File: config.mk
export PLATFORM = sky130hd
export DESIGN_NAME = jstk2_poll_sequencer
export DESIGN_NICKNAME = d
export VERILOG_FILES = /design/src/rtl/jstk2_pkg.sv /design/src/rtl/jstk2_byte_shifter.sv /design/src/rtl/jstk2_poll_sequencer.sv
export SDC_FILE = /design/constraint.sdc
export NUM_CORES = 1
export LEC_CHECK = 0
export BUFFER_PORTS_ARGS = -buffer_cell sky130_fd_sc_hd__buf_2
export CORE_MARGIN = 2
export CORE_UTILIZATION = 60
export CTS_CLUSTER_DIAMETER = 40
export DETAILED_ROUTE_END_ITERATION = 10
export PLACE_DENSITY = 0.81
export SYNTH_ARGS = -nofsm -noshare
export SYNTH_HDL_FRONTEND = slang
export SYNTH_SLANG_ARGS = --single-unit
File: constraint.sdc
create_clock -name clk -period 6.9 [get_ports clk]
set_input_delay 0.345 -clock clk [delete_from_list [all_inputs] [get_ports clk]]
set_output_delay 0.345 -clock clk [all_outputs]
set_load 0.03 [all_outputs]
File: src/rtl/jstk2_pkg.sv
// Shared types and constants for the PmodJSTK2 poll sequencer.
package jstk2_pkg;

  typedef enum logic [2:0] {
    IDLE,
    SETUP,
    SHIFT,
    GAP,
    DONE
  } state_t;

  localparam logic [7:0] CMD_SET_LED = 8'h84;
  localparam logic [7:0] CMD_NOP     = 8'h00;
  localparam int         FRAME_BYTES = 5;

  // Whole system-clock cycles in a microsecond interval, rounded down.
  function automatic int us_to_cycles(input int clk_hz, input int us);
    return int'(longint'(clk_hz) * longint'(us) / longint'(1_000_000));
  endfunction

endpackage

File: src/rtl/jstk2_byte_shifter.sv
// One SPI mode-0 byte, MSB first: HALF cycles sclk low, then HALF cycles high, per bit.
module jstk2_byte_shifter
  import jstk2_pkg::*;
#(
  parameter int HALF = 50
) (
  input  logic       clk,
  input  logic       rst,
  input  logic       start,
  input  logic [7:0] tx_byte,
  input  logic       miso_s,
  output logic       sclk,
  output logic       mosi,
  output logic [7:0] rx_byte,
  output logic       done
);
  localparam int HW = $clog2(HALF) + 1;

  logic [HW-1:0] r_half_cnt;
  logic [3:0]    r_bit_cnt;
  logic          r_active;
  logic          r_sclk;
  logic [7:0]    r_tx;
  logic [7:0]    r_rx;
  logic          w_half_end;

  assign w_half_end = (r_half_cnt == HW'(HALF - 1));
  // done is combinational so the caller moves on in the same cycle sclk falls.
  assign done    = r_active & r_sclk & w_half_end & (r_bit_cnt == 4'd7);
  assign sclk    = r_sclk;
  // Before the first bit the caller's byte is shown directly, so bit 7 is valid during setup/gap.
  assign mosi    = r_active ? r_tx[7] : tx_byte[7];
  assign rx_byte = r_rx;

  // NOTE: sequential state is written only with non-blocking assignments so every flop
  // samples pre-edge values regardless of statement order.
  always_ff @(posedge clk or posedge rst) begin
    if (rst) begin
      r_half_cnt <= '0;
      r_bit_cnt  <= '0;
      r_active   <= 1'b0;
      r_sclk     <= 1'b0;
      r_tx       <= '0;
      r_rx       <= '0;
    end else if (start) begin
      r_active   <= 1'b1;
      r_half_cnt <= '0;
      r_bit_cnt  <= '0;
      r_sclk     <= 1'b0;
      r_tx       <= tx_byte;
    end else if (r_active) begin
      if (w_half_end) begin
        r_half_cnt <= '0;
        if (!r_sclk) begin
          r_sclk <= 1'b1;
          r_rx   <= {r_rx[6:0], miso_s};
        end else begin
          r_sclk <= 1'b0;
          r_tx   <= {r_tx[6:0], 1'b0};
          if (r_bit_cnt == 4'd7) r_active  <= 1'b0;
          else                   r_bit_cnt <= r_bit_cnt + 4'd1;
        end
      end else begin
        r_half_cnt <= r_half_cnt + HW'(1);
      end
    end
  end

endmodule

File: src/rtl/jstk2_poll_sequencer.sv
// Periodic 5-byte SPI poll of a PmodJSTK2 on the system clock (clock enables only).
// Define JSTK2_LED_CMD_EN to send SET_LED with led_rgb; otherwise every tx byte is NOP.
module jstk2_poll_sequencer
  import jstk2_pkg::*;
#(
  parameter int CLK_HZ      = 100_000_000,
  parameter int SCLK_HZ     = 1_000_000,
  parameter int SS_SETUP_US = 15,
  parameter int BYTE_GAP_US = 10,
  parameter int POLL_HZ     = 100
) (
  input  logic        clk,
  input  logic        rst,
  input  logic        enable,
  input  logic        miso,
  output logic        mosi,
  output logic        ss,
  output logic        sclk,
  input  logic [23:0] led_rgb,
  output logic [9:0]  x_pos,
  output logic [9:0]  y_pos,
  output logic [1:0]  btn,
  output logic        data_valid,
  output logic        busy
);
  localparam int HALF      = CLK_HZ / (2 * SCLK_HZ);
  localparam int SETUP_CYC = us_to_cycles(CLK_HZ, SS_SETUP_US);
  localparam int GAP_CYC   = us_to_cycles(CLK_HZ, BYTE_GAP_US);
  localparam int POLL_CYC  = CLK_HZ / POLL_HZ;
  localparam int DLY_MAX   = (SETUP_CYC > GAP_CYC) ? SETUP_CYC : GAP_CYC;
  localparam int PW        = $clog2(POLL_CYC) + 1;
  localparam int DW        = $clog2(DLY_MAX) + 1;
  localparam int BW        = $clog2(FRAME_BYTES - 1) + 1;

  state_t        r_state;
  logic [PW-1:0] r_poll_cnt;
  logic          r_pending;
  logic [DW-1:0] r_dly_cnt;
  logic [BW-1:0] r_byte_idx;
  logic          r_miso_meta;
  logic          r_miso_s;
  logic          r_ss;
  logic          r_busy;
  logic          r_valid;
  logic [9:0]    r_x;
  logic [9:0]    r_y;
  logic [1:0]    r_btn;
  logic [7:0]    r_rx_bytes [FRAME_BYTES];

  logic       w_poll_wrap;
  logic       w_start_frame;
  logic       w_shift_start;
  logic [7:0] w_tx_byte;
  logic       w_sclk;
  logic       w_mosi;
  logic [7:0] w_rx_byte;
  logic       w_byte_done;

  assign w_poll_wrap   = (r_poll_cnt == PW'(POLL_CYC - 1));
  assign w_start_frame = (r_state == IDLE) && r_pending && enable;
  assign w_shift_start = ((r_state == SETUP) && (r_dly_cnt == DW'(SETUP_CYC - 1))) ||
                         ((r_state == GAP)   && (r_dly_cnt == DW'(GAP_CYC - 1)));

`ifdef JSTK2_LED_CMD_EN
  logic [23:0] r_led;

  always_ff @(posedge clk or posedge rst) begin
    if (rst)                r_led <= '0;
    else if (w_start_frame) r_led <= led_rgb;
  end

  always_comb begin
    w_tx_byte = CMD_NOP;
    case (r_byte_idx)
      BW'(0): w_tx_byte = CMD_SET_LED;
      BW'(1): w_tx_byte = r_led[23:16];
      BW'(2): w_tx_byte = r_led[15:8];
      BW'(3): w_tx_byte = r_led[7:0];
      default: w_tx_byte = CMD_NOP;
    endcase
  end
`else
  logic w_unused_led;
  assign w_unused_led = ^led_rgb;
  assign w_tx_byte    = CMD_NOP;
`endif

  always_ff @(posedge clk or posedge rst) begin
    if (rst) begin
      r_miso_meta <= 1'b0;
      r_miso_s    <= 1'b0;
    end else begin
      r_miso_meta <= miso;
      r_miso_s    <= r_miso_meta;
    end
  end

  // A wrap while a frame is already pending is simply absorbed by the single flag.
  always_ff @(posedge clk or posedge rst) begin
    if (rst) begin
      r_poll_cnt <= '0;
      r_pending  <= 1'b0;
    end else begin
      r_poll_cnt <= w_poll_wrap ? '0 : r_poll_cnt + PW'(1);
      if (w_start_frame) r_pending <= 1'b0;
      if (w_poll_wrap)   r_pending <= 1'b1;
    end
  end

  jstk2_byte_shifter #(
    .HALF (HALF)
  ) u_shifter (
    .clk     (clk),
    .rst     (rst),
    .start   (w_shift_start),
    .tx_byte (w_tx_byte),
    .miso_s  (r_miso_s),
    .sclk    (w_sclk),
    .mosi    (w_mosi),
    .rx_byte (w_rx_byte),
    .done    (w_byte_done)
  );

  always_ff @(posedge clk or posedge rst) begin
    if (rst) begin
      r_state    <= IDLE;
      r_ss       <= 1'b1;
      r_busy     <= 1'b0;
      r_valid    <= 1'b0;
      r_dly_cnt  <= '0;
      r_byte_idx <= '0;
      r_x        <= '0;
      r_y        <= '0;
      r_btn      <= '0;
    end else begin
      r_valid <= 1'b0;
      case (r_state)
        IDLE: begin
          if (w_start_frame) begin
            r_ss       <= 1'b0;
            r_busy     <= 1'b1;
            r_dly_cnt  <= '0;
            r_byte_idx <= '0;
            r_state    <= SETUP;
          end
        end
        SETUP, GAP: begin
          if (w_shift_start) begin
            r_dly_cnt <= '0;
            r_state   <= SHIFT;
          end else begin
            r_dly_cnt <= r_dly_cnt + DW'(1);
          end
        end
        SHIFT: begin
          if (w_byte_done) begin
            if (r_byte_idx == BW'(FRAME_BYTES - 1)) begin
              r_state <= DONE;
            end else begin
              r_byte_idx <= r_byte_idx + BW'(1);
              r_state    <= GAP;
            end
          end
        end
        DONE: begin
          r_ss       <= 1'b1;
          r_busy     <= 1'b0;
          r_valid    <= 1'b1;
          r_x        <= {r_rx_bytes[1][1:0], r_rx_bytes[0]};
          r_y        <= {r_rx_bytes[3][1:0], r_rx_bytes[2]};
          r_btn      <= r_rx_bytes[4][1:0];
          r_byte_idx <= '0;
          r_state    <= IDLE;
        end
        default: r_state <= IDLE;
      endcase
    end
  end

  // NOTE: the rx byte store has no reset; it is fully rewritten before DONE reads it,
  // so a reset would only cost routing.
  always_ff @(posedge clk) begin
    if ((r_state == SHIFT) && w_byte_done) r_rx_bytes[r_byte_idx] <= w_rx_byte;
  end

  logic w_unused_rx;
  assign w_unused_rx = ^{r_rx_bytes[1][7:2], r_rx_bytes[3][7:2], r_rx_bytes[4][7:2]};

  assign ss         = r_ss;
  assign sclk       = w_sclk;
  assign mosi       = r_busy & w_mosi;
  assign busy       = r_busy;
  assign data_valid = r_valid;
  assign x_pos      = r_x;
  assign y_pos      = r_y;
  assign btn        = r_btn;

endmodule

==> results.env, run 1 <==
SYNTH_NETS=434
MIN-DELAY-START='miso'
VDD_DROP_MAX_mV=0.176
NUMBER_OF_CELLS_AFTER_DETAILED_PLACEMENT=521
WORST_SETUP_HOLD_PATH_CLK_SLEW_NS=0.10
CRIT_PATH_START_KIND='flop'
HOLDCRITPATHCLASS='primary input to flop'
SYNTHESIZED_AREA_PER_CELL_UM2=12.0
CRITICAL_PATH.REG2REG.STARTPOINT='u_shifter.r_active'
SYNTH_SEQ_CELLS=110
SETUP_VIOL_COUNT_FINAL=0
TIMING.SLEW.HEADROOM_PCT=23.5
CLOCK-SKEW-FINAL_NS=0.0118
SYNTH.YOSYS.SEQ_AREA_SHARE_PCT=59.9
SYNTH_TOP_CELL_BY_AREA='sky130_fd_sc_hd__dfrtp_1'
FINALWIRELENGTH_UM=8400
WORST_SETUP_MARGIN_NS=4.09
FLOW.AREA_GROWTH_FROM_SYNTHESIS_PCT=9.16
AREAL_POWER_DENSITY_OVER_THE_CELLS_nW_PER_UM2=204
NUMBER_OF_VIAS_PER_CELL_AFTER_DETAILED_ROUTING=5.80
GRT_SETUP_UNREPAIRED='false'
TIMING.FINAL.CRIT_PERIOD_NS=2.81
POST_ROUTE_CELLS_DRIVE_ABOVE_1_SHARE_PCT=20.0
ROUTE.DETAILED.WL_PER_INST_UM=15.6
CRITPATHCAPTURETYPE='flop'
PLACE.DETAILED.HPWL_UM=5630
SYNTH_ADDER_AREA_SHARE_PCT=1.83
SLEW_VIOL_FINAL=0
CTS_SETUP_BUFFERS=0
FINAL_HOLD_VIOL_COUNT=0
TOTAL_GRT_USAGE_PCT=20.4
CRITPATHMAXFANOUT=12
CTS_MAX_LEVEL=3
SIMPLE_GATE_AREA_SHARE_OF_THE_YOSYS_NETLIST_PCT=17.9
FLOORPLAN.INITIALDENSITY_PCT=61.9
LEADING_CELL_TYPES_BY_COUNT_AFTER_SYNTHESIS='sky130_fd_sc_hd__dfrtp_1 (87), sky130_fd_sc_hd__nand2_1 (43), sky130_fd_sc_hd__mux2_2 (32), sky130_fd_sc_hd__nor2_1 (31), sky130_fd_sc_hd__edfxtp_1 (22)'
DIE_AREA_UM2=8700
POSTSYNTH.TOPFLOPCELL='sky130_fd_sc_hd__dfrtp_1'
CTS_ROOT_BUF='sky130_fd_sc_hd__clkbuf_8'
WORST-ENDPOINT-ARRIVAL_NS=2.80
YS_TOP_CELLS_BY_AREA='sky130_fd_sc_hd__dfrtp_1 (46%), sky130_fd_sc_hd__edfxtp_1 (14%), sky130_fd_sc_hd__mux2_2 (7.5%)'
FIN_CRIT_SH_PCT=40.7
FINAL_CELLS=537
SYNTH_AREA_UM2=4780
TNS_NS=0
RUN_STATUS='complete, no violations'
DRT_FIRST_ITER_VIOLATIONS=159
ANT_NETS=0
FLOORPLAN.IO_PINS=55
PIN_COUNT_OF_THE_BIGGEST_NET_ENTERING_GLOBAL_ROUTING=89
SYNTH-EDFF-COUNT=22
SYNTH_TOP_FAMILY_BY_AREA='simple AND/OR/NAND/NOR gates'
MAX_SLEW.WORST_PIN.SLEW_NS=1.15
CRITICAL_PATH.STARTPOINT='u_shifter.r_active'
FLOORPLAN.CORE_AREA_UM2=7730
TRITONCTS='yes'
CTS_HOLD_BUF=0
N_FILL_CELL=564
NUMBER_OF_CELLS_PRODUCED_BY_SYNTHESIS=399
SYNTHDISTINCTLIBCELLS=54
GLOBALPLACE.CONGESTION=0.843
YOSYS.AREA_SHARE.XOR_XNOR_PCT=4.21
HOLD_SLACK_NS=0.0826
SYNTHESIS.YOSYS.WARNINGS=0
MUXSHAREOFSYNTHAREA_PCT=8.37
LEAKAGE_nW=2.38
YS_ASYNC_SR_FRACTION_PCT=80.0
N_ANTENNA_CELL=0
YOSYS.AREA.TOP_TYPE_SHARE_PCT=45.5
GLOBAL_ROUTE_WIRE_LENGTH_BEFORE_REPAIR_UM=13900
DRTPASS1ITERATIONS=4
CLOCK_PATH_BUFFERS=2
POWER_mW=1.07
NETS=465
FLOORPLAN.DIE.HEIGHT_UM=93.3
BUFFER_PORTS.INSERTED=29
GRT_ANTENNA_BEFORE_REPAIR=0
RESIZE_COUNT_POST_CTS=0
DP_WORST_SETUP_SLACK_NS=4.18
GLOBAL_ROUTE_CONGESTION_OVERFLOW_TOTAL=0
CLOCK_LATENCY_NS=0.36
CRITPATHKIND='flop to flop'
CTS_INSERTED_BUFFERS=9
NUMCLOCKSINKS=110
ACHIEVABLE-FREQUENCY_MHz=356
GRT_PASS1_VIAS=2949
DIE_WIDTH_UM=93.3
STD_CELL_ROWS=32
CAP_VIOL_MAX_COUNT=0
DRT_DRC_VIOLATIONS_LEFT=0
YOSYSMOSTFREQUENTCELL='sky130_fd_sc_hd__dfrtp_1'
VIA_COUNT=3115
REQUIRED_TIME_REPORTED_FOR_THE_CRITICAL_PATH_ENDPOINT_NS=6.89
SYNTH_COMPOUND_AREA_SHARE_PCT=5.55
## stage by stage
stage | utilization, % | area [µm²]
after CTS | 67.6 | 5220
after detailed placement | 64.9 | 5020
after global placement | 64.9 | 5020
after floorplan | - | 4780
final | 67.6 | 5220
after global routing | 67.6 | 5220
## layer usage
metal / part of all wire [%] / vias up / global-route usage [%]
li1: - / 1494 / -
met1: 44 / 1557 / 25.7
met2: 52 / 56 / 35.4
met3: 3.5 / 8 / 4.27
met4: 0.88 / 0 / 6.13
met5: 0 / - / 0
## worst paths after layout
path	to	depth (start not counted)	slack, ns
max in group asynchronous	x_pos[9]	3	5.91
min	r_miso_meta	1	0.08
max	r_rx_bytes[0][3]	4	4.09
min in group asynchronous	r_poll_cnt[0]	3	0.32
min reg2reg	r_miso_s	0	0.39
max reg2reg	r_rx_bytes[0][3]	4	4.09
## layout by cell type (no fill, tap or decap), types with 7 or more instances in the layout
| cell type | count |
|---|---|
| sky130_fd_sc_hd__nand4_1 | 14 |
| sky130_fd_sc_hd__and3_1 | 8 |
| sky130_fd_sc_hd__nor2_1 | 31 |
| sky130_fd_sc_hd__o21ai_0 | 10 |
| sky130_fd_sc_hd__xnor2_1 | 9 |
| sky130_fd_sc_hd__nand2_1 | 43 |
| sky130_fd_sc_hd__ha_1 | 7 |
| sky130_fd_sc_hd__mux2_2 | 32 |
| sky130_fd_sc_hd__nor3_1 | 8 |
| sky130_fd_sc_hd__xor2_1 | 14 |
| sky130_fd_sc_hd__buf_2 | 29 |
| sky130_fd_sc_hd__dfrtp_1 | 87 |
| sky130_fd_sc_hd__nand3_1 | 16 |
| sky130_fd_sc_hd__edfxtp_1 | 22 |
| sky130_fd_sc_hd__clkbuf_8 | 9 |
| sky130_fd_sc_hd__a21oi_1 | 7 |
| sky130_fd_sc_hd__inv_1 | 10 |
## worst max-delay path, stage by stage, from the launching register on
cell and delay, ns:
sky130_fd_sc_hd__dfrtp_1 0.56, sky130_fd_sc_hd__nor4b_1 0.48, sky130_fd_sc_hd__and3_1 0.36, sky130_fd_sc_hd__nand3_1 0.13
sky130_fd_sc_hd__nor3_1 0.91
## registers in the layout, indices dropped and copies added, names as in the netlist
signal and cells:
ss 1, u_shifter.sclk 1, r_byte_idx 3, btn 2
y_pos 10, r_miso_s 1, u_shifter.r_bit_cnt 4, u_shifter.r_active 1
r_rx_bytes 22, u_shifter.r_half_cnt 7, r_dly_cnt 12, data_valid 1
x_pos 10, r_state 3, busy 1, r_poll_cnt 21
r_pending 1, u_shifter.rx_byte 8, r_miso_meta 1
## final cells by class
cell class,instances,area (µm²),share of cell area [%]
sequential,110,2860,54.9
multi-input combinational,266,1820,34.8
timing repair buffer,32,168,3.21
tap,102,128,2.44
clock buffer,9,124,2.37
clock inverter,7,80.1,1.53
inverter,11,42.5,0.815
## kinds of logic after synthesis
group                      after synthesis
AOI/OAI and AO/OA                       38
xor gates and xnor gates                23
adders and majority gates                7
buffers and inverters                   23
DFF                                    110
muxes                                   36
other                                    1
and+or+nand+nor                        161
## power breakdown
| part | switching [mW] | total, mW | internal [mW] |
|---|---|---|---|
| combinational | 0.0107 | 0.0118 | 0.00103 |
| sequential | 0.000259 | 0.661 | 0.660 |
| clock | 0.220 | 0.393 | 0.173 |
No activity file was read; power rests on OpenSTA's default activity.
==> inputs of run 2 (changes only) <==
--- a/config.mk
+++ b/config.mk
@@ -7,10 +7,10 @@
 export LEC_CHECK = 0
 export BUFFER_PORTS_ARGS = -buffer_cell sky130_fd_sc_hd__buf_2
 export CORE_MARGIN = 2
-export CORE_UTILIZATION = 60
+export CORE_UTILIZATION = 52
 export CTS_CLUSTER_DIAMETER = 40
 export DETAILED_ROUTE_END_ITERATION = 10
-export PLACE_DENSITY = 0.81
+export PLACE_DENSITY = 0.74
 export SYNTH_ARGS = -nofsm -noshare
 export SYNTH_HDL_FRONTEND = slang
 export SYNTH_SLANG_ARGS = --single-unit
==> constraint.sdc (replaced) <==
create_clock -name clk -period 2.38 [get_ports clk]
set_input_delay 0.119 -clock clk [delete_from_list [all_inputs] [get_ports clk]]
set_output_delay 0.119 -clock clk [all_outputs]
set_load 0.03 [all_outputs]
==> run 2 against run 1 <==
Against the previous run:
- hold slack got worse by 0.017 ns
- combinational power increased to 3.4 times the previous value
- cell area increased by 2.7%
- non-clock buffer count increased by 15
- sequential cell count unchanged
- via count increased by 0.48%
- sequential power increased to 2.9 times the previous value
- critical path type unchanged
- global-route usage decreased by 2.3 points
==> results.env, run 2 (synthesized netlist as in run 1, its figures left out) <==
RUN_STATUS='complete, no violations'
AREAL_POWER_DENSITY_OVER_THE_CELLS_nW_PER_UM2=573  # +180%
WORST_SETUP_HOLD_PATH_CLK_SLEW_NS=0.12  # +0.02 ns
HOLDCRITPATHCLASS='primary input to flop'
HOLD_SLACK_NS=0.0655  # -0.0171 ns
GLOBAL_ROUTE_CONGESTION_OVERFLOW_TOTAL=0  # unchanged
FINALWIRELENGTH_UM=8270  # -1.6%
GR_LAYER_USAGE_MET3_PCT=3.83  # -0.44 points
DRTPASS1ITERATIONS=4  # unchanged
TOP_REGS='r_rx_bytes (22), r_poll_cnt (21), r_dly_cnt (12)'
STD_CELL_ROWS=34  # +6.3%
CTS_MAX_LEVEL=3  # unchanged
CP_NUM_BUF_INV=2  # +2
NETS=480  # +3.2%
TNS_NS=0  # unchanged
CRITPATHCAPTURETYPE='flop'
N_FILL_CELL=700  # +24%
LARGEST_REGISTER='r_rx_bytes'
CLOCK-SKEW-FINAL_NS=0.0147  # +0.00292 ns
CELL_AREA_AFTER_PLACEMENT_UM2=5120  # +2.1%
CTS_INSERTED_BUFFERS=9  # unchanged
FIN_CRIT_SH_PCT=94.9  # +54 points
ROUTE.DETAILED.WL_PER_INST_UM=14.8  # -5.3%
DRT_DRC_VIOLATIONS_LEFT=0  # unchanged
WORST_SETUP_MARGIN_NS=0.123  # -3.97 ns
ANT_NETS=0  # unchanged
CAP_VIOL_MAX_COUNT=0  # unchanged
CP_CELL_SEQUENCE='ha_2 -> nor4bb_1 -> nand4_1 -> a2111oi_4 -> buf_4 -> buf_4 -> nor2_1 -> a211o_1'
NUMBER_OF_CELLS_AFTER_DETAILED_PLACEMENT=538  # +3.3%
R2R_SLACK_NS=0.12  # -3.97 ns
GLOBALROUTEMET1UTIL_PCT=23.1  # -2.5 points
USE_MET2_PCT=31.2  # -4.2 points
DP_WORST_SETUP_SLACK_NS=0.0703  # -4.10 ns
POST_ROUTE_CELLS_DRIVE_ABOVE_1_SHARE_PCT=22.4  # +2.4 points
GRT_PASS1_VIAS=3117  # +5.7%
TRITONCTS='yes'
GR-MAX-USAGE-LAYER='met2'
SETUP_VIOL_COUNT_FINAL=0  # unchanged
LARGEST_REGISTER_FFS=22  # unchanged
VIA_COUNT=3130  # +0.48%
MOST_COMMON_LIBRARY_CELL_IN_THE_LAYOUT_IGNORING_FILL_AND_TAPS='sky130_fd_sc_hd__dfrtp_1'
GLOBALPLACE.CONGESTION=0.792  # -6.1%
CP_TOP_FAMILY='compound AO/OA/AOI/OAI gates'
CRIT_PATH_START_KIND='flop'
MAX_SLEW.WORST_PIN.SLEW_NS=0.528  # -0.620 ns
FLOORPLAN.IO_PINS=55  # unchanged
FLOW.AREA_GROWTH_FROM_SYNTHESIS_PCT=12.1
CRITPATHKIND='flop to flop'
TIMING.FINAL.CRIT_PERIOD_NS=2.26  # -0.551 ns
NUMBER_OF_VIAS_PER_CELL_AFTER_DETAILED_ROUTING=5.61  # -3.3%
MOST_USED_CELLS_IN_THE_LAYOUT_EXCLUDING_FILL_AND_TAP_CELLS='sky130_fd_sc_hd__dfrtp_1 (87), sky130_fd_sc_hd__nand2_1 (43), sky130_fd_sc_hd__mux2_2 (32), sky130_fd_sc_hd__nor2_1 (31), sky130_fd_sc_hd__buf_2 (29)'
NUMCLOCKSINKS=110  # unchanged
MULTIINPUTGATEAREA_UM2=1820  # +0.48%
LAYOUT.AREA.SEQ_UM2=2860  # unchanged
CRITICAL_PATH.MAX_STAGE_DELAY_NS=0.42  # -0.49 ns
GRT_SETUP_UNREPAIRED='false'
TIMING.SLEW.HEADROOM_PCT=64.3  # +41 points
FLOORPLAN.CORE_AREA_UM2=8810  # +14%
ACHIEVABLE-FREQUENCY_MHz=443  # +24%
CLOCK_LATENCY_NS=0.38  # +0.02 ns
SLEW_VIOL_FINAL=0  # unchanged
FINAL_CELLS=558  # +3.9%
FLOORPLAN.DIE.HEIGHT_UM=99.9  # +7.1%
PATH_COMMON_CELL='sky130_fd_sc_hd__buf_4'
FINAL_HOLD_VIOL_COUNT=0  # unchanged
LEAKAGE_nW=2.46  # +3.1%
WORST-ENDPOINT-ARRIVAL_NS=2.53  # -0.27 ns
N_ANTENNA_CELL=0  # unchanged
GLOBAL_ROUTE_WIRE_LENGTH_BEFORE_REPAIR_UM=14400  # +4.3%
CTS_ROOT_BUF='sky130_fd_sc_hd__clkbuf_8'
BUFFER_PORTS.INSERTED=29  # unchanged
CRITPATHMAXFANOUT=5  # -7
FLOORPLAN.INITIALDENSITY_PCT=54.3  # -7.6 points
DIE_AREA_UM2=9980  # +15%
REQUIRED_TIME_REPORTED_FOR_THE_CRITICAL_PATH_ENDPOINT_NS=2.65  # -4.24 ns
DIE_WIDTH_UM=99.9  # +7.1%
CLOCK_PATH_BUFFERS=2  # unchanged
TOTAL_NON_FILLER_CELL_AREA_IN_THE_FINISHED_LAYOUT_UM2=5360  # +2.7%
DRT_FIRST_ITER_VIOLATIONS=106  # -33%
CRITPATHSLOWESTCELL='sky130_fd_sc_hd__dfrtp_1'
PLACE.DETAILED.HPWL_UM=5550  # -1.4%
GRT_ANTENNA_BEFORE_REPAIR=0  # unchanged
PIN_COUNT_OF_THE_BIGGEST_NET_ENTERING_GLOBAL_ROUTING=89  # unchanged
TOTAL_GRT_USAGE_PCT=18.1  # -2.3 points
VDD_DROP_MAX_mV=0.387  # +120%
==> run 2: what timing repair did <==
action                                  in CTS  in global routing
hold buffers                                 2                  0
endpoints found under the hold margin       88                  0
endpoints found under the setup margin       0                 21
setup buffers                                0                  2
gates resized for setup                      0                  2
==> run 2: cell type report <==
class	instances	area share, %
sequential	110	53.4
multi-input combinational	266	34.0
timing repair buffer	47	5.55
tap	108	2.52
clock buffer	9	2.31
clock inverter	7	1.38
inverter	11	0.840
==> run 2: power breakdown <==
group / total (mW) / switching [mW] / internal, mW / leakage, nW
clock: 1.12 / 0.700 / 0.420 / 0.102
combinational: 0.0402 / 0.0325 / 0.00772 / 1.07
sequential: 1.92 / 0.000412 / 1.91 / 1.29
==> run 2: metrics by stage <==
stage          power [mW]  utilization [%]
2_1_floorplan        1.98                -
3_3_place_gp         1.99             58.2
3_5_place_dp         1.99             58.2
4_1_cts              3.12             60.6
5_1_grt              3.18             60.9
6_report             3.08             60.9
==> run 2: metal layers <==
metal / up-vias / wire [µm]
li1: 1515 / -
met1: 1555 / 3750
met2: 51 / 4190
met3: 9 / 226
met4: 0 / 95
met5: - / 0
==> run 2: final timing paths <==
kind                       depth (start not counted)         start                     end
min                                                3        enable               r_pending
max in group asynchronous                          4           rst                x_pos[2]
max                                                8  r_dly_cnt[0]            r_dly_cnt[9]
min reg2reg                                        0   r_miso_meta                r_miso_s
min in group asynchronous                          4           rst  u_shifter.r_bit_cnt[1]
max reg2reg                                        8  r_dly_cnt[0]            r_dly_cnt[9]
==> run 2: tightest hold or removal path, delay by kind of cell <==
family          cells  cell delay [ns]
compound gates      1             0.10
simple gates        1             0.05
buf+inv             1             0.12
==> inputs of run 3 (changes only) <==
--- a/config.mk
+++ b/config.mk
@@ -6,6 +6,7 @@
 export NUM_CORES = 1
 export LEC_CHECK = 0
 export BUFFER_PORTS_ARGS = -buffer_cell sky130_fd_sc_hd__buf_2
+export CORE_ASPECT_RATIO = 1.1
 export CORE_MARGIN = 2
 export CORE_UTILIZATION = 52
 export CTS_CLUSTER_DIAMETER = 40
==> run 3 against run 2 <==
Against the previous run:
- via count fell by 1.3%
- global-route usage up 0.066 points
- final cell count increased by 1.3%
- fmax up 1.8%
- die area hardly changed
- hold slack better by 0.010 ns
- sequential cell count unchanged
- critical path depth is 1 lower
- first-iteration DRC count is 25% higher
- combinational power barely moved
- critical path type unchanged
==> results.env, run 3 (synthesized netlist as in run 1, its figures left out) <==
CLOCK-SKEW-FINAL_NS=0.0127  # -0.00200 ns
N_ANTENNA_CELL=0  # unchanged
CRITICAL_PATH.MAX_STAGE_DELAY_NS=0.43  # about the same
POWER_mW=3.17  # +2.9%
TNS_NS=0  # unchanged
DRT_FIRST_ITER_VIOLATIONS=132  # +25%
ANT_NETS=0  # unchanged
CTS_INSERTED_BUFFERS=9  # unchanged
NUMBER_OF_VIAS_PER_CELL_AFTER_DETAILED_ROUTING=5.47  # -2.5%
FLOORPLAN.IO_PINS=55  # unchanged
LAYOUT.AREA.SEQ_UM2=2860  # unchanged
STD_CELL_ROWS=36  # +5.9%
TOTAL_GRT_USAGE_PCT=18.2  # +0.066 points
CTS_ROOT_BUF='sky130_fd_sc_hd__clkbuf_8'
CRIT_PATH_START_KIND='flop'
FLOORPLAN.INITIALDENSITY_PCT=53.6  # -0.69 points
CRITPATHSLOWESTCELL='sky130_fd_sc_hd__a2111oi_4'
CP_CELL_SEQUENCE='ha_2 -> nor4bb_2 -> nand4_1 -> a2111oi_4 -> buf_4 -> nor3_4 -> mux2_2'
DIE_WIDTH_UM=95.4  # -4.5%
FIN_CRIT_SH_PCT=93.2  # -1.7 points
RUN_STATUS='complete, no violations'
GLOBALPLACE.CONGESTION=0.859  # +8.4%
GRT_SETUP_UNREPAIRED='false'
MOST_USED_CELLS_IN_THE_LAYOUT_EXCLUDING_FILL_AND_TAP_CELLS='sky130_fd_sc_hd__dfrtp_1 (87), sky130_fd_sc_hd__nand2_1 (43), sky130_fd_sc_hd__mux2_2 (32), sky130_fd_sc_hd__nor2_1 (31), sky130_fd_sc_hd__buf_2 (29)'
WL_MET3_UM=189  # -16%
AREAL_POWER_DENSITY_OVER_THE_CELLS_nW_PER_UM2=583  # +1.7%
TIMING.SLEW.HEADROOM_PCT=63.7  # -0.61 points
N_FILL_CELL=716  # +2.3%
PLACE.DETAILED.HPWL_UM=5570  # +0.33%
TIMING.FINAL.CRIT_PERIOD_NS=2.22  # -0.0395 ns
GLOBAL_ROUTE_WIRE_LENGTH_BEFORE_REPAIR_UM=14300  # -0.96%
CP_TOP_FAMILY='simple AND/OR/NAND/NOR gates'
CELL_AREA_AFTER_PLACEMENT_UM2=5140  # +0.39%
WORST_SETUP_HOLD_PATH_CLK_SLEW_NS=0.11  # about the same
FINALWIRELENGTH_UM=8160  # -1.2%
TRITONCTS='yes'
PIN_COUNT_OF_THE_BIGGEST_NET_ENTERING_GLOBAL_ROUTING=89  # unchanged
FINAL_HOLD_VIOL_COUNT=0  # unchanged
FINAL_CORE_UTILIZATION_PCT=60.9  # about the same
CAP_VIOL_MAX_COUNT=0  # unchanged
MAX_SLEW.WORST_PIN.SLEW_NS=0.543  # +0.0155 ns
VDD_DROP_MAX_mV=0.329  # -15%
LEAKAGE_nW=2.48  # +0.72%
NETS=481  # +0.21%
SLEW_VIOL_FINAL=0  # unchanged
DETAILED_ROUTED_WIRE_LENGTH_ON_MET2_UM=4030  # -3.7%
FLOORPLAN.DIE.HEIGHT_UM=105  # +4.7%
GLOBAL_ROUTE_CONGESTION_OVERFLOW_TOTAL=0  # unchanged
ROUTE.DETAILED.WL_PER_INST_UM=14.4  # -2.5%
CP_NUM_BUF_INV=1  # -1
HOLDCRITPATHCLASS='primary input to flop'
FLOORPLAN.CORE_AREA_UM2=8920  # +1.3%
CRITPATHMAXFANOUT=8  # +3
TOP_SIGNAL_LAYER_USED='met4'
BUFFER_PORTS.INSERTED=29  # unchanged
LARGEST_REGISTER_FFS=22  # unchanged
MOST_COMMON_LIBRARY_CELL_IN_THE_LAYOUT_IGNORING_FILL_AND_TAPS='sky130_fd_sc_hd__dfrtp_1'
TOP_REGS='r_rx_bytes (22), r_poll_cnt (21), r_dly_cnt (12)'
MET1WIRELENGTH_UM=3770  # +0.37%
ACHIEVABLE-FREQUENCY_MHz=451  # +1.8%
MULTIINPUTGATEAREA_UM2=1830  # +0.34%
DRT_DRC_VIOLATIONS_LEFT=0  # unchanged
VIA_COUNT=3089  # -1.3%
CRITPATHKIND='flop to flop'
DIE_AREA_UM2=9980  # about the same
CLOCK_LATENCY_NS=0.38  # about the same
TOTAL_NON_FILLER_CELL_AREA_IN_THE_FINISHED_LAYOUT_UM2=5430  # +1.2%
CLOCK_PATH_BUFFERS=2  # unchanged
NUMCLOCKSINKS=110  # unchanged
LARGEST_REGISTER='r_rx_bytes'
CTS_MAX_LEVEL=3  # unchanged
POST_ROUTE_CELLS_DRIVE_ABOVE_1_SHARE_PCT=22.8  # +0.39 points
GRT_PASS1_VIAS=3100  # -0.55%
FLOW.AREA_GROWTH_FROM_SYNTHESIS_PCT=13.5
SETUP_VIOL_COUNT_FINAL=0  # unchanged
DRTPASS1ITERATIONS=4  # unchanged
GRT_ANTENNA_BEFORE_REPAIR=0  # unchanged
REQUIRED_TIME_REPORTED_FOR_THE_CRITICAL_PATH_ENDPOINT_NS=2.64  # about the same
WORST-ENDPOINT-ARRIVAL_NS=2.48  # -0.05 ns
CRITPATHCAPTURETYPE='flop'
## run 3: cell type report
class                      count  share of cell area [%]
clock buffer                   9                    2.28
clock inverter                 7                    1.84
inverter                      11                   0.830
multi-input combinational    266                    33.7
sequential                   110                    52.8
tap                          114                    2.63
timing repair buffer          48                    5.92
## run 3: worst register-to-register path, delay by kind of cell (launching register included)
kind	cells	cell delay, ns
compound gates	1	0.43
flops	1	0.39
simple gates	3	0.57
fa+ha+maj	1	0.23
buf+inv	1	0.20
mux	1	0.29
## run 3: what timing repair did
action	in CTS	in global routing
setup endpoints to repair	0	12
endpoints found under the hold margin	88	0
setup buffers	0	3
hold buffers	2	0
gates resized for setup	0	4
## run 3: stage by stage
stage	hold WS, ns	worst slack, ns	std cells
after global routing	0.0839	0.0239	565
after detailed placement	0.230	0.0261	544
after CTS	0.0622	0.0247	562
after global placement	0.230	0.157	544
final	0.0759	0.162	565
after floorplan	0.150	0.213	399
## run 3: path summary, 6_finish.rpt
check | from | to | slack [ns] | depth (start not counted)
min | enable | r_pending | 0.08 | 3
min reg2reg | r_miso_meta | r_miso_s | 0.36 | 0
min in group asynchronous | rst | r_poll_cnt[10] | 0.39 | 4
max in group asynchronous | rst | r_dly_cnt[4] | 1.60 | 4
max reg2reg | r_dly_cnt[1] | u_shifter.rx_byte[0] | 0.16 | 7
max | r_dly_cnt[1] | u_shifter.rx_byte[0] | 0.16 | 7
## run 3: routing by layer
metal | up-vias | global-route usage (%)
met5 | - | 0
met4 | 0 | 7.86
met3 | 14 | 3.03
met2 | 38 | 29.3
met1 | 1514 | 24.1
li1 | 1523 | -
## run 3: where the power goes
group / switching (mW) / internal (mW)
sequential: 0.000343 / 1.91
combinational: 0.0322 / 0.00771
clock: 0.690 / 0.521
total: 0.722 / 2.44
